==> src/rtl/reg_ram_arbiter.sv <==
// reg_ram_arbiter: round-robin two-requester front end for a single-port RAM with atomic set/clear RMW
module reg_ram_arbiter #(
    parameter int AW = 8,
    parameter int DW = 32
) (
    input  logic          c,
    input  logic          r,
    input  logic [1:0]    req,
    input  logic [3:0]    op,
    input  logic [2*AW-1:0] addr,
    input  logic [2*DW-1:0] d,
    output logic [1:0]    gnt,
    output logic [1:0]    rvld,
    output logic [DW-1:0] rq,
    output logic [AW-1:0] ram_addr,
    output logic          ram_wr,
    output logic [DW-1:0] ram_d,
    input  logic [DW-1:0] ram_q
);
    typedef enum logic [1:0] {IDLE, RMW_WAIT, RMW_WR} state_t;
    state_t state;
    logic last, w, clr, rmw_w;
    logic [1:0] eff, wop, rd0, rd1;
    logic [DW-1:0] wd, mask;
    // a requester still sees its grant this cycle and has not yet updated req, so mask it out
    always_comb begin
        eff = req & ~gnt;
        w = (eff == 2'b11) ? ~last : eff[1];
        wop = w ? op[3:2] : op[1:0];
        wd = w ? d[2*DW-1:DW] : d[DW-1:0];
    end
    always_ff @(posedge c or posedge r) begin
        if (r) begin
            state <= IDLE;
            last <= 1'b1;
            gnt <= 2'b00;
            rvld <= 2'b00;
            rq <= '0;
            ram_addr <= '0;
            ram_wr <= 1'b0;
            ram_d <= '0;
            rd0 <= 2'b00;
            rd1 <= 2'b00;
            mask <= '0;
            clr <= 1'b0;
            rmw_w <= 1'b0;
        end else begin
            rd1 <= rd0;
            rvld <= rd1;
            if (|rd1) rq <= ram_q;
            gnt <= 2'b00;
            rd0 <= 2'b00;
            ram_wr <= 1'b0;
            case (state)
                IDLE: if (|eff) begin
                    last <= w;
                    gnt <= 2'b01 << w;
                    ram_addr <= w ? addr[2*AW-1:AW] : addr[AW-1:0];
                    ram_d <= wd;
                    ram_wr <= wop == 2'b01;
                    rd0 <= (wop == 2'b00) ? (2'b01 << w) : 2'b00;
                    if (wop[1]) begin
                        state <= RMW_WAIT;
                        mask <= wd;
                        clr <= wop[0];
                        rmw_w <= w;
                    end
                end
                RMW_WAIT: state <= RMW_WR;
                default: begin
                    rq <= ram_q;
                    rvld <= 2'b01 << rmw_w;
                    ram_wr <= 1'b1;
                    ram_d <= clr ? (ram_q & ~mask) : (ram_q | mask);
                    state <= IDLE;
                end
            endcase
        end
    end
endmodule
==> config.mk <==
export PLATFORM = sky130hd
export DESIGN_NAME = reg_ram_arbiter
export DESIGN_NICKNAME = d
export VERILOG_FILES = /design/src/rtl/reg_ram_arbiter.sv
export SDC_FILE = /design/constraint.sdc
export NUM_CORES = 1
export LEC_CHECK = 0
export BUFFER_PORTS_ARGS = -buffer_cell sky130_fd_sc_hd__buf_2
export CORE_MARGIN = 4
export CORE_UTILIZATION = 50
export CTS_BUF_LIST = sky130_fd_sc_hd__clkbuf_2 sky130_fd_sc_hd__clkbuf_4 sky130_fd_sc_hd__clkbuf_8
export DETAILED_ROUTE_END_ITERATION = 12
export PLACE_DENSITY = 0.83
export SLEW_MARGIN = 20
export SYNTH_ARGS = -nofsm -noshare
export SYNTH_HDL_FRONTEND = slang
export SYNTH_SLANG_ARGS = --single-unit
==> constraint.sdc <==
create_clock -name c -period 9.2 [get_ports c]
set_input_delay 1.38 -clock c [delete_from_list [all_inputs] [get_ports c]]
set_output_delay 1.38 -clock c [all_outputs]
set_load 0.005 [all_outputs]
==> results_dict.tcl <==
set metrics [dict create \
    layout-drive-gt1-share_pct 50.15 \
    syn_avg_cell_area_um2 11.99 \
    max_freq_mhz 312.6 \
    synthDistinctLibCells 45 \
    dp_hpwl_um 11180 \
    fin_nets 779 \
    crit_required_ns 9.52 \
    tns_ns 0 \
    layout_commonest_cell "buf_2" \
    p_sw_share_pct 38.90 \
    synth_edf_count 0 \
    combPwrFrac_pct 45.6 \
    period_share_pct 34.77 \
    rows 38 \
    critical_path.startpoint_type "register" \
    area_growth_pct 25.34 \
    route.detailed.drc 0 \
    async_reset_ff_share_pct 100.0 \
    total_power_mw 2.806 \
    drt.antenna.violating_nets 0 \
    ys_seq_area_share_pct 51.23 \
    finalHoldViolations 0 \
    status "complete, no violations" \
    port_buffers 196 \
    synth_seq_cells 118 \
    routed_wl_um 16240 \
    hp-class "reg -> reg" \
    cts.clk_slew.worst_paths_ns 0.07 \
    grt_setup_unrepaired "no" \
    grt_overflow_total 0 \
    firstDrtPassIters 5 \
    tritoncts "done" \
    fin_util_pct 65.25 \
    synth_area_um2 5767 \
    grt_usage_pct 24.69 \
    num_vias 4813 \
    skew_ns 0.01113 \
    wl_per_cell_um 20.00 \
    initial_core_util_pct 52.06 \
    drt_iter0_drc 309 \
    maxSlewViolCount 0 \
    p_leak_nw 3.324 \
    cts-resized-gates 0 \
    die-area_um2 13320 \
    core_um2 11080 \
    place_congestion 0.8312 \
    r2r_slack_ns 6.00 \
    crit_type "reg -> reg" \
    cts_setup_buffers 0 \
    synth_nets 601 \
    maxCapViolations 0 \
    p_clk_share_pct 18.3 \
    ios 197 \
    yosys_most_used_dff "dfrtp_1" \
    intPower_mw 1.715 \
    cts_buffer_depth 2 \
    grt_start_max_net_pins 66 \
    end_kind "register" \
    cts_hold_buf 0 \
    antenna_cells 0 \
    irDropWorstVdd_v 0.0001730 \
    p_switching_mw 1.092 \
    cts_made_buffers 17 \
    antenna_found_initial 0 \
    period_needed_ns 3.199 \
    grt_pass1_wl_um 25500 \
    cts_sinks 118 \
    cts-root-buf "clkbuf_8" \
    cts_max_level 4 \
    worst_slew_pin_slew_ns 1.076 \
    ys_warn_count 0 \
    final_cell_mix "196 x buf_2, 115 x dfrtp_1, 34 x nor2_1" \
    grt_pass1_vias 5063 \
    die_h_um 115.4 \
    setup_viol_count_final 0 \
    relSlewSlack_pct 28.13 \
    synthCells 481 \
    path_max_fanout 41 \
    avgViaCountPerCell 5.927 \
    insertion_delay_ns 0.44 \
    die_w_um 115.4 \
    critPathArrivalTime_ns 3.52 \
    pwr-share-seq_pct 36.0 \
    power_density_nw_per_um2 388.2 \
]
[flip-flops by register name (all words and copies together) (netlist names)]
name and count:
rvld 2, gnt 2, ram_wr 1, ram_d 32, rd0 2, last 1
rmw_w 1, state 2, clr 1, ram_addr 8, rd1 2, mask 32
rq 32
[layer usage]
| layer | global-route usage, % | part of all wire, % |
|---|---|---|
| met1 | 29.40 | 40 |
| met2 | 42.86 | 50 |
| met3 | 6.737 | 7.4 |
| met4 | 8.998 | 1.9 |
| met5 | 0 | 0 |
[worst max-delay path: stages, from the launching register on]
cell and delay (ns):
dfrtp_2 0.74, nor2_4 0.86, o21ai_2 0.38, a21oi_4 0.21
buf_4 0.49, mux2_2 0.40
[metrics by stage]
| step | worst slack (ns) | instances | instance area (µm²) | hold slack (ns) |
|---|---|---|---|---|
| 2_1_floorplan | 4.693 | 481 | 5767 | 0.3312 |
| 3_3_place_gp | 5.460 | 779 | 6777 | 0.3376 |
| 3_5_place_dp | 5.297 | 779 | 6777 | 0.3396 |
| 4_1_cts | 5.807 | 811 | 7213 | 0.3559 |
| 5_1_grt | 5.914 | 812 | 7228 | 0.3646 |
| 6_report | 6.001 | 812 | 7228 | 0.3552 |
[synthesized netlist by cell type (all sizes together), types with 19 or more instances]
cell type	instances	area (µm²)
a21oi	35	190.2
a2bb2oi	31	446.7
mux2	35	394.1
and3	31	193.9
clkbuf	19	71.32
dfrtp	117	2928
nor2	36	137.6
o2bb2ai	32	280.3
a211oi	31	382.9
o22ai	32	200.2
buf	24	145.1
[path summary, 6_finish.rpt]
check | start | endpoint | cells after the start
max in group asynchronous | r | state[1] | 3
worst max register to register | state[1] | clr | 5
worst max-delay path | state[1] | clr | 5
min in group asynchronous | r | rq[13] | 2
worst min-delay path | rd0[0] | rd1[0] | 0
worst min register to register | rd0[0] | rd1[0] | 0
[power by group through the flow]
stage / Clock [mW] / Sequential (mW) / Combinational [mW]
5_1_grt: 0.544 / 1.04 / 1.39
2_1_floorplan: 0 / 0.949 / 0.927
4_1_cts: 0.522 / 1.01 / 1.29
3_5_place_dp: 0 / 1.01 / 1.29
3_3_place_gp: 0 / 0.993 / 1.24
6_report: 0.515 / 1.01 / 1.28
[logic make-up after synthesis]
logic type	share of synthesized area, %
compound gates	29.03
flops	51.23
simple gates	8.614
buf+inv	3.949
mux	7.182
[layout make-up]
cell class / count / area (µm²)
repair buffers: 202 / 1030
fillers: 861 / 3850
clock inverters: 9 / 120.1
inverters: 3 / 13.76
flip-flops and latches: 118 / 2957
clock buffers: 23 / 316.6
well taps: 140 / 175.2
multi-input cells: 317 / 2616
Power figures use the tool's default switching activity.
